## config.mk

```make
export PLATFORM = sky130hd
export DESIGN_NAME = status_reg
export DESIGN_NICKNAME = d
export VERILOG_FILES = /design/src/rtl/cpu_pkg.sv /design/src/rtl/int_ctl.sv /design/src/rtl/status_reg.sv
export SDC_FILE = /design/constraint.sdc
export NUM_CORES = 1
export LEC_CHECK = 0
export ABC_CLOCK_PERIOD_IN_PS = 850
export BUFFER_PORTS_ARGS = -buffer_cell sky130_fd_sc_hd__buf_4
export CAP_MARGIN = 20
export CORE_MARGIN = 2
export CORE_UTILIZATION = 36
export CTS_CLUSTER_SIZE = 30
export DETAILED_ROUTE_END_ITERATION = 12
export PLACE_DENSITY = 0.69
export SLEW_MARGIN = 5
export SYNTH_ARGS = -nofsm -noshare
export SYNTH_HDL_FRONTEND = slang
export SYNTH_SLANG_ARGS = --single-unit
```

## constraint.sdc

```tcl
create_clock -name CLK -period 0.85 [get_ports CLK]
set_input_delay 0.085 -clock CLK [delete_from_list [all_inputs] [get_ports CLK]]
set_output_delay 0.085 -clock CLK [all_outputs]
set_load 0.05 [all_outputs]
```

## src/rtl/cpu_pkg.sv

```systemverilog
// rtl/cpu_pkg.sv - shared CPU encodings: flag commands, ALU operations, status byte layout
package cpu_pkg;

    typedef enum logic [3:0] {
        FOP_NOP     = 4'd0,
        FOP_LD_NZ   = 4'd1,
        FOP_LD_NZC  = 4'd2,
        FOP_LD_NZCV = 4'd3,
        FOP_LD_BIT  = 4'd4,
        FOP_LD_P    = 4'd5,
        FOP_SEC     = 4'd6,
        FOP_CLC     = 4'd7,
        FOP_SED     = 4'd8,
        FOP_CLD     = 4'd9,
        FOP_SEI     = 4'd10,
        FOP_CLI     = 4'd11,
        FOP_CLV     = 4'd12
    } flag_op_e;

    typedef enum logic [3:0] {
        ALU_ADC  = 4'd0,
        ALU_SBC  = 4'd1,
        ALU_AND  = 4'd2,
        ALU_ORA  = 4'd3,
        ALU_EOR  = 4'd4,
        ALU_ASL  = 4'd5,
        ALU_LSR  = 4'd6,
        ALU_ROL  = 4'd7,
        ALU_ROR  = 4'd8,
        ALU_INC  = 4'd9,
        ALU_DEC  = 4'd10,
        ALU_PASS = 4'd11
    } alu_op_e;

    localparam int P_N = 7;
    localparam int P_V = 6;
    localparam int P_D = 3;
    localparam int P_I = 2;
    localparam int P_Z = 1;
    localparam int P_C = 0;

    // Bit 5 always reads 1; bit 4 is the B value supplied by whoever pushes
    localparam logic [7:0] P_RESET = 8'h24;

    function automatic logic [7:0] pack_p(input logic n, input logic v, input logic b,
                                          input logic d, input logic i, input logic z,
                                          input logic c);
        return {n, v, 1'b1, b, d, i, z, c};
    endfunction

endpackage

```

## src/rtl/int_ctl.sv

```systemverilog
// rtl/int_ctl.sv - NMI edge capture, delayed IRQ mask and interrupt request arbitration
module int_ctl
    import cpu_pkg::*;
(
    input  logic i_clk,
    input  logic i_rst_n,
    input  logic i_nmi_n,
    input  logic i_irq_n,
    input  logic i_sync,
    input  logic i_int_ack,
    input  logic i_flag_i,
    output logic o_int_req,
    output logic o_int_src
);

    logic r_nmi_q;
    logic r_nmi_mask;
    logic r_nmi_pend;
    logic r_i_eff;
    logic w_nmi_edge;

    // The mask swallows the apparent edge when NMI_N was already low at the last reset edge
    assign w_nmi_edge = r_nmi_q & ~i_nmi_n & ~r_nmi_mask;

    always_ff @(posedge i_clk) begin
        if (!i_rst_n) begin
            r_nmi_q    <= 1'b1;
            r_nmi_mask <= ~i_nmi_n;
            r_nmi_pend <= 1'b0;
            r_i_eff    <= P_RESET[P_I];
        end else begin
            r_nmi_q    <= i_nmi_n;
            r_nmi_mask <= 1'b0;
            if (w_nmi_edge)
                r_nmi_pend <= 1'b1;
            else if (i_int_ack && r_nmi_pend)
                r_nmi_pend <= 1'b0;
            if (i_int_ack)
                r_i_eff <= 1'b1;
            else if (i_sync)
                r_i_eff <= i_flag_i;
        end
    end

    assign o_int_src = r_nmi_pend;
    assign o_int_req = r_nmi_pend | (~i_irq_n & ~r_i_eff);

endmodule

```

## src/rtl/status_reg.sv

```systemverilog
// rtl/status_reg.sv - processor status flags with interrupt control; STATUS_DECIMAL_EN enables the D flag
module status_reg
    import cpu_pkg::*;
(
    input  logic       CLK,
    input  logic       RST_N,
    input  logic       ALU_N,
    input  logic       ALU_Z,
    input  logic       ALU_C,
    input  logic       ALU_V,
    input  logic [7:0] DB_IN,
    input  logic [3:0] OP,
    input  logic       PUSH_B,
    input  logic       SYNC,
    input  logic       NMI_N,
    input  logic       IRQ_N,
    input  logic       INT_ACK,
    output logic [7:0] P_OUT,
    output logic       C_OUT,
    output logic       D_OUT,
    output logic       I_OUT,
    output logic       INT_REQ,
    output logic       INT_SRC
);

    logic r_n, r_v, r_i, r_z, r_c;
    logic w_d;

    always_ff @(posedge CLK) begin
        if (!RST_N) begin
            r_n <= P_RESET[P_N];
            r_v <= P_RESET[P_V];
            r_i <= P_RESET[P_I];
            r_z <= P_RESET[P_Z];
            r_c <= P_RESET[P_C];
        end else begin
            case (OP)
                FOP_LD_NZ:   begin r_n <= ALU_N; r_z <= ALU_Z; end
                FOP_LD_NZC:  begin r_n <= ALU_N; r_z <= ALU_Z; r_c <= ALU_C; end
                FOP_LD_NZCV: begin r_n <= ALU_N; r_z <= ALU_Z; r_c <= ALU_C; r_v <= ALU_V; end
                FOP_LD_BIT:  begin r_n <= DB_IN[7]; r_v <= DB_IN[6]; r_z <= ALU_Z; end
                FOP_LD_P: begin
                    r_n <= DB_IN[P_N];
                    r_v <= DB_IN[P_V];
                    r_i <= DB_IN[P_I];
                    r_z <= DB_IN[P_Z];
                    r_c <= DB_IN[P_C];
                end
                FOP_SEC: r_c <= 1'b1;
                FOP_CLC: r_c <= 1'b0;
                FOP_SEI: r_i <= 1'b1;
                FOP_CLI: r_i <= 1'b0;
                FOP_CLV: r_v <= 1'b0;
                default: ;
            endcase
            // Interrupt entry masks IRQs regardless of what the same-cycle command did to I
            if (INT_ACK)
                r_i <= 1'b1;
        end
    end

`ifdef STATUS_DECIMAL_EN
    logic r_d;

    always_ff @(posedge CLK) begin
        if (!RST_N)
            r_d <= P_RESET[P_D];
        else if (OP == FOP_SED)
            r_d <= 1'b1;
        else if (OP == FOP_CLD)
            r_d <= 1'b0;
        else if (OP == FOP_LD_P)
            r_d <= DB_IN[P_D];
    end

    assign w_d = r_d;
`else
    assign w_d = 1'b0;
`endif

    int_ctl u_int_ctl (
        .i_clk     (CLK),
        .i_rst_n   (RST_N),
        .i_nmi_n   (NMI_N),
        .i_irq_n   (IRQ_N),
        .i_sync    (SYNC),
        .i_int_ack (INT_ACK),
        .i_flag_i  (r_i),
        .o_int_req (INT_REQ),
        .o_int_src (INT_SRC)
    );

    assign P_OUT = pack_p(r_n, r_v, PUSH_B, w_d, r_i, r_z, r_c);
    assign C_OUT = r_c;
    assign D_OUT = w_d;
    assign I_OUT = r_i;

endmodule

```

==> summary.txt, run 1 <==
Global routing
  – First-pass GRT wire length: 2200 um
  – Vias in the first global route: 540
  – Met3 usage: 6.67%
  – Total track usage: 15.5%
  – Overflow left after global routing: 0
  – Largest net degree at the start of global routing: 13
  – Most Crowded Layer GR: met2
  – Met2 usage: roughly 25%
  – Initial antenna violation count: 0
  – GRT met1 Usage: 18.4%

Floorplan
  – Die width: 43.6 um
  – Die area: ~0.0019 mm^2
  – Core area: between 0.001 and 0.0015 mm^2
  – Initial core utilization: roughly 38%
  – Die Y-Extent: around 44 um
  – # rows: 14
  – Num ports: 36

Clock tree
  – Clock root buffer master: clkbuf_4
  – Worst-skew pair later-pin latency: roughly 270 ps
  – Total CTS buffers: 3
  – H-tree levels: 1
  – Worst-path clk slew: about 70 ps
  – Clk sinks: 9
  – CTS Buffer Depth: 2
  – CTS tree: built

Placed design
  – Port bufs: 27
  – Area after DPL: 758 um^2
  – GP Congestion: just over 0.8
  – Setup slack at placement: -119 ps
  – HPWL after DPL: approximately 950 um

Timing
  – Fin crit period: 982 ps
  – Final hold vios: 0
  – RSZ-0062 raised after global routing: yes
  – Final WS setup: -132 ps
  – Tcrit/Tclk final: 115%
  – Max frequency: 1020 MHz
  – Post-Route Setup TNS: -410 ps
  – Final setup viols: 8
  – Final Max Tran Viols: 0
  – Hold slack: between 10 and 15 ps
  – Clock Skew: 0.0670 ps

Logic synthesis
  – Leading area contributor after synthesis: dfxtp_1
  – Avg Cell Area, Syn: between 8 and 9 um^2
  – Unique masters post-synth: 29
  – Synth Instances: 67
  – Post-synth top flop: dfxtp_1
  – Ranking of synthesized cells by area: dfxtp_1 (32%), buf_4 (12%), a21oi_1 (6.2%), mux2i_1 (5.3%), nand2b_1 (4.4%)
  – Mapped Area: about 570 um^2
  – Synth top cells by count: buf_4 (9), dfxtp_1 (9), a21oi_1 (7)
  – Seq/Total Area, Yosys: between 30% and 40%
  – YS warnings: 0
  – Post-synth EDFFs: 0
  – Area share of the largest cell type after synthesis: 31.9%
  – Synth Register Bits: 9
  – FFs w/ async S/R, synth: 0%

Setup path
  – Setup slack, reg-to-reg: -80 ps
  – Startpoint types: flop
  – Worst r2r src: r_n$_SDFFE_PN0P_
  – R2R cell count: 3
  – WP data arrival: 900 ps
  – Maximum fanout along the worst path: 2
  – Crit. End Element: output port
  – Required @ worst endpoint: roughly 760 ps
  – Worst r2r dst: r_n$_SDFFE_PN0P_
  – Kind of critical path: flop to output port

Outcome
  – Failing checks: negative setup slack
  – Outcome: finished with violations

Power
  – P_leak: roughly 0.40 nW
  – Pwr dens: 1360 mW/mm^2
  – Worst vdd ir: between 1 and 1.5 mV

Drt
  – DRT Pass-1 Iters: 4
  – DRC Markers: 0
  – DRT iter0 DRCs: 8
  – Detail Route Antenna Nets: 0
  – DR vias: between 500 and 600
  – Per-cell routed wire length: around 11 um
  – Total Wirelength: approximately 1200 um
  – Vias per std cell: 4.94

Min path
  – Hold Crit Depth: 2
  – Worst min path class: input port to flop
  – Hold path startpoint: RST_N
  – Hold endpoint: u_int_ctl.r_nmi_mask$_SDFF_PP0_

Final layout
  – Nets: 118
  – # diodes: 0
  – Final Cell Area: roughly 900 um^2
  – Final core occ: between 60% and 70%
  – Layout cells sized above 1: around 57%
  – P&R area growth vs syn: 58.8%
  – Fill cells: 130

Job
  – Max-cap viol count: 0
how the worst max path moves through the flow:
stage / startpoint / to / slack, ps
6_report: u_int_ctl.o_int_src$_SDFFE_PN0P_ / INT_REQ / -130
5_1_grt: u_int_ctl.o_int_src$_SDFFE_PN0P_ / INT_REQ / -170
3_5_place_dp: OP[0] / r_n$_SDFFE_PN0P_ / -120
4_1_cts: u_int_ctl.o_int_src$_SDFFE_PN0P_ / INT_REQ / -140
2_1_floorplan: u_int_ctl.o_int_src$_SDFFE_PN0P_ / INT_REQ / -30
3_3_place_gp: OP[3] / r_z$_SDFFE_PN0P_ / -160
metal layers:
layer	part of all wire (%)	wire length [um]
met1	43	540
met2	49	612
met3	7.2	90
met4	0	0
met5	0	0
repair_timing:
item,4_1_cts,5_1_grt
hold endpoints to repair,1,0
setup buffers,0,1
gates cloned,0,0
gates resized for setup,19,10
hold buffers,1,0
endpoints found under the setup margin,10,12
report_power, final:
| group | internal [mW] | switching (mW) | leakage, nW | total (mW) |
|---|---|---|---|---|
| Sequential | 0.446 | 0.0193 | 0.0757 | 0.465 |
| Clock | 0.174 | 0.159 | 0.0177 | 0.333 |
| Combinational | 0.202 | 0.224 | 0.311 | 0.425 |
logic make-up (layout without fill, tap and decap cells):
logic type             count (synthesis)  count (layout)  share of synthesized area, %
muxes                                  3               3                          5.31
buffers and inverters                 16              42                          18.4
and+or+nand+nor                       20              20                          22.3
DFF                                    9               9                          31.9
other                                  2               3                          1.33
AOI/OAI and AO/OA                     17              17                          20.8
stage by stage:
stage          power, mW  cells
2_1_floorplan      0.745     68
3_3_place_gp       0.835    104
3_5_place_dp       0.839    104
4_1_cts             1.22    109
5_1_grt             1.29    110
6_report            1.22    110
layout by cell type, fill, tap and decap left out:
cell           instances
buf_4                 23
buf_8                  7
a21oi_1                5
dfxtp_2                5
nand2b_1               4
inv_1                  3
mux2i_1                3
nor2_1                 3
nand2_1                3
conb_1                 3
clkbuf_4               3
buf_6                  3
dfxtp_4                2
o31ai_1                2
a21oi_2                2
dfxtp_1                2
o21bai_4               1
nor3_1                 1
or3_4                  1
a2111oi_1              1
and4bb_2               1
and2_1                 1
nor3b_1                1
o21ai_1                1
inv_2                  1
o41ai_1                1
and4bb_4               1
nand3b_1               1
o211ai_1               1
a311oi_1               1
and2b_1                1
o32a_1                 1
o221a_2                1
nor2_2                 1
nor2b_4                1
clkinv_2               1
dlygate4sd3_1          1
registers in the layout, summed over array words and instances (netlist names):
| register | flops |
|---|---|
| r_v | 1 |
| r_n | 1 |
| C_OUT | 1 |
| r_z | 1 |
| u_int_ctl.r_nmi_q | 1 |
| u_int_ctl.o_int_src | 1 |
| u_int_ctl.r_i_eff | 1 |
| I_OUT | 1 |
| u_int_ctl.r_nmi_mask | 1 |
area by class of cell:
cell class	instances	area, um^2	area share (%)
clock buffers	3	22.5	2.51
clock inverters	1	5.00	0.557
inverters	4	15.0	1.67
multi-input cells	43	320	35.7
flip-flops and latches	9	194	21.6
well taps	16	20.0	2.23
repair buffers	34	322	35.8
critical path, stage by stage, from the launching register on:
cell and delay (ps):
dfxtp_2 320, o21bai_4 160, buf_6 150
Note: power is estimated with default switching activity, not from simulation.
==> run 2, diff against run 1 <==
Settings changed: MAX_ROUTING_LAYER set to met4.
==> run 2 against run 1 <==
  * The flow still finishes with violations (negative setup slack)
  * Core utilization unchanged
  * Design area unchanged
  * Combinational power about the same
  * Critical path type unchanged
==> summary.txt, run 2 (synthesized netlist as in run 1, its figures left out) <==
Outcome
  – Outcome: finished with violations
  – Failing checks: negative setup slack

Final layout
  – Most common cell after layout, fill and taps aside: buf_4
  – Most frequent cells in the layout: buf_4 (23), buf_8 (7), a21oi_1 (5), dfxtp_2 (5), nand2b_1 (4)
  – Nets: 118 (unchanged)
  – Final Cell Area: 898 um^2 (unchanged)
  – Register area: 194 um^2 (unchanged)
  – # diodes: 0 (unchanged)
  – P&R area growth vs syn: 58.8% (unchanged)
  – Layout cells sized above 1: 57.4% (unchanged)
  – Area taken by multi-input logic gates: 320 um^2 (unchanged)
  – Fill cells: 130 (unchanged)
  – Final core occ: 60.3% (unchanged)

Setup path
  – Kind of critical path: flop to output port
  – WP data arrival: 900 ps (about the same)
  – Crit. End Element: output port
  – Slowest cell on the critical path: dfxtp_2
  – Maximum fanout along the worst path: 2 (unchanged)
  – Setup slack, reg-to-reg: -80 ps (about the same)
  – Startpoint types: flop
  – Required @ worst endpoint: 760 ps (about the same)
  – Critical Path Max Stage Delay: 320 ps (about the same)
  – CP startpoint: u_int_ctl.o_int_src$_SDFFE_PN0P_
  – Worst r2r src: r_n$_SDFFE_PN0P_
  – Critical-path cell list: o21bai_4 > buf_6

Timing
  – Fin crit period: 981 ps (-0.348 ps)
  – RSZ-0062 raised after global routing: yes
  – Max frequency: 1020 MHz (about the same)
  – Final Max Tran Viols: 0 (unchanged)
  – Hold slack: 12.8 ps (+0.295 ps)
  – Clock Skew: 0.0670 ps (-0.0000278 ps)
  – Post-Route Setup TNS: -409 ps (+1.20 ps)
  – Final setup viols: 8 (unchanged)
  – Final WS setup: -131 ps (+0.348 ps)
  – Tcrit/Tclk final: 115% (about the same)
  – Final hold vios: 0 (unchanged)

Global routing
  – Overflow left after global routing: 0 (unchanged)
  – Vias in the first global route: 540 (unchanged)
  – Total track usage: 16.0% (+0.48 points)
  – Initial antenna violation count: 0 (unchanged)
  – Largest net degree at the start of global routing: 13 (unchanged)
  – First-pass GRT wire length: 2200 um (unchanged)

Drt
  – Per-cell routed wire length: 11.3 um (unchanged)
  – Total Wirelength: 1240 um (unchanged)
  – DRC Markers: 0 (unchanged)
  – DR vias: 543 (unchanged)
  – DRT iter0 DRCs: 8 (unchanged)
  – Vias per std cell: 4.94 (unchanged)
  – Detail Route Antenna Nets: 0 (unchanged)
  – DRT Pass-1 Iters: 4 (unchanged)

Clock tree
  – Clock root buffer master: clkbuf_4
  – H-tree levels: 1 (unchanged)
  – CTS Buffer Depth: 2 (unchanged)
  – Clk sinks: 9 (unchanged)
  – Worst-path clk slew: 70 ps (about the same)
  – CTS tree: built
  – Worst-skew pair later-pin latency: 270 ps (about the same)
  – Total CTS buffers: 3 (unchanged)

Floorplan
  – Num ports: 36 (unchanged)
  – Die area: 0.00190 mm^2 (unchanged)
  – Die width: 43.6 um (unchanged)
  – Core area: 0.00149 mm^2 (unchanged)
  – Die Y-Extent: 43.6 um (unchanged)
  – # rows: 14 (unchanged)
  – Initial core utilization: 38.0% (unchanged)

Placed design
  – GP Congestion: 0.817 (+1.5%)
  – Area after DPL: 758 um^2 (unchanged)
  – HPWL after DPL: 949 um (unchanged)
  – Port bufs: 27 (unchanged)
  – Setup slack at placement: -119 ps (unchanged)

Power
  – P_leak: 0.404 nW (unchanged)
  – Worst vdd ir: 1.13 mV (-0.14%)
  – Pwr dens: 1360 mW/mm^2 (about the same)

Min path
  – Hold path startpoint: RST_N
  – Worst min path class: input port to flop

Job
  – Max-cap viol count: 0 (unchanged)
## run 2: cell counts in the layout (fill, tap and decap cells not counted)
No cell type changed its count.
## run 2: where the power goes
group | switching (mW) | total (mW) | leakage [nW] | internal [mW]
Combinational | 0.224 | 0.425 | 0.311 | 0.202
Sequential | 0.0193 | 0.465 | 0.0757 | 0.446
Clock | 0.159 | 0.333 | 0.0177 | 0.174
## run 2: through the flow
stage | instances | total power [mW]
finish | 110 | 1.22
global route | 110 | 1.29
CTS | 109 | 1.22
detailed placement | 104 | 0.839
global placement | 104 | 0.835
floorplan | 68 | 0.745
## run 2: area by class of cell
class	instances	area share (%)
Clock buffer	3	2.51
Clock inverter	1	0.557
Inverter	4	1.67
Multi-Input combinational cell	43	35.7
Sequential cell	9	21.6
Tap cell	16	2.23
Timing Repair Buffer	34	35.8
## run 2: path summary, 6_finish.rpt
check                                                        end  cells past startpoint
worst max register to register                  r_n$_SDFFE_PN0P_                      3
worst min register to register  u_int_ctl.o_int_src$_SDFFE_PN0P_                      2
worst min-delay path             u_int_ctl.r_nmi_mask$_SDFF_PP0_                      2
worst max-delay path                                     INT_REQ                      2
## run 2: timing repair
item | in CTS | in global routing
gates resized for setup | 19 | 10
endpoints found under the hold margin | 1 | 0
pin swaps | 0 | 0
hold buffers | 1 | 0
endpoints found under the setup margin | 10 | 12
buffers inserted | 0 | 1
## run 2: layer usage
layer | track usage, % | wire, um
met2 | 25.0 | 612
met4 | 5.45 | 0
met1 | 18.7 | 540
met3 | 6.25 | 89
met5 | - | 0
## run 2: critical path, delay by kind of cell (launching register included)
family | cells | cell delay [ps]
flops | 1 | 320
buf+inv | 1 | 150
compound gates | 1 | 160
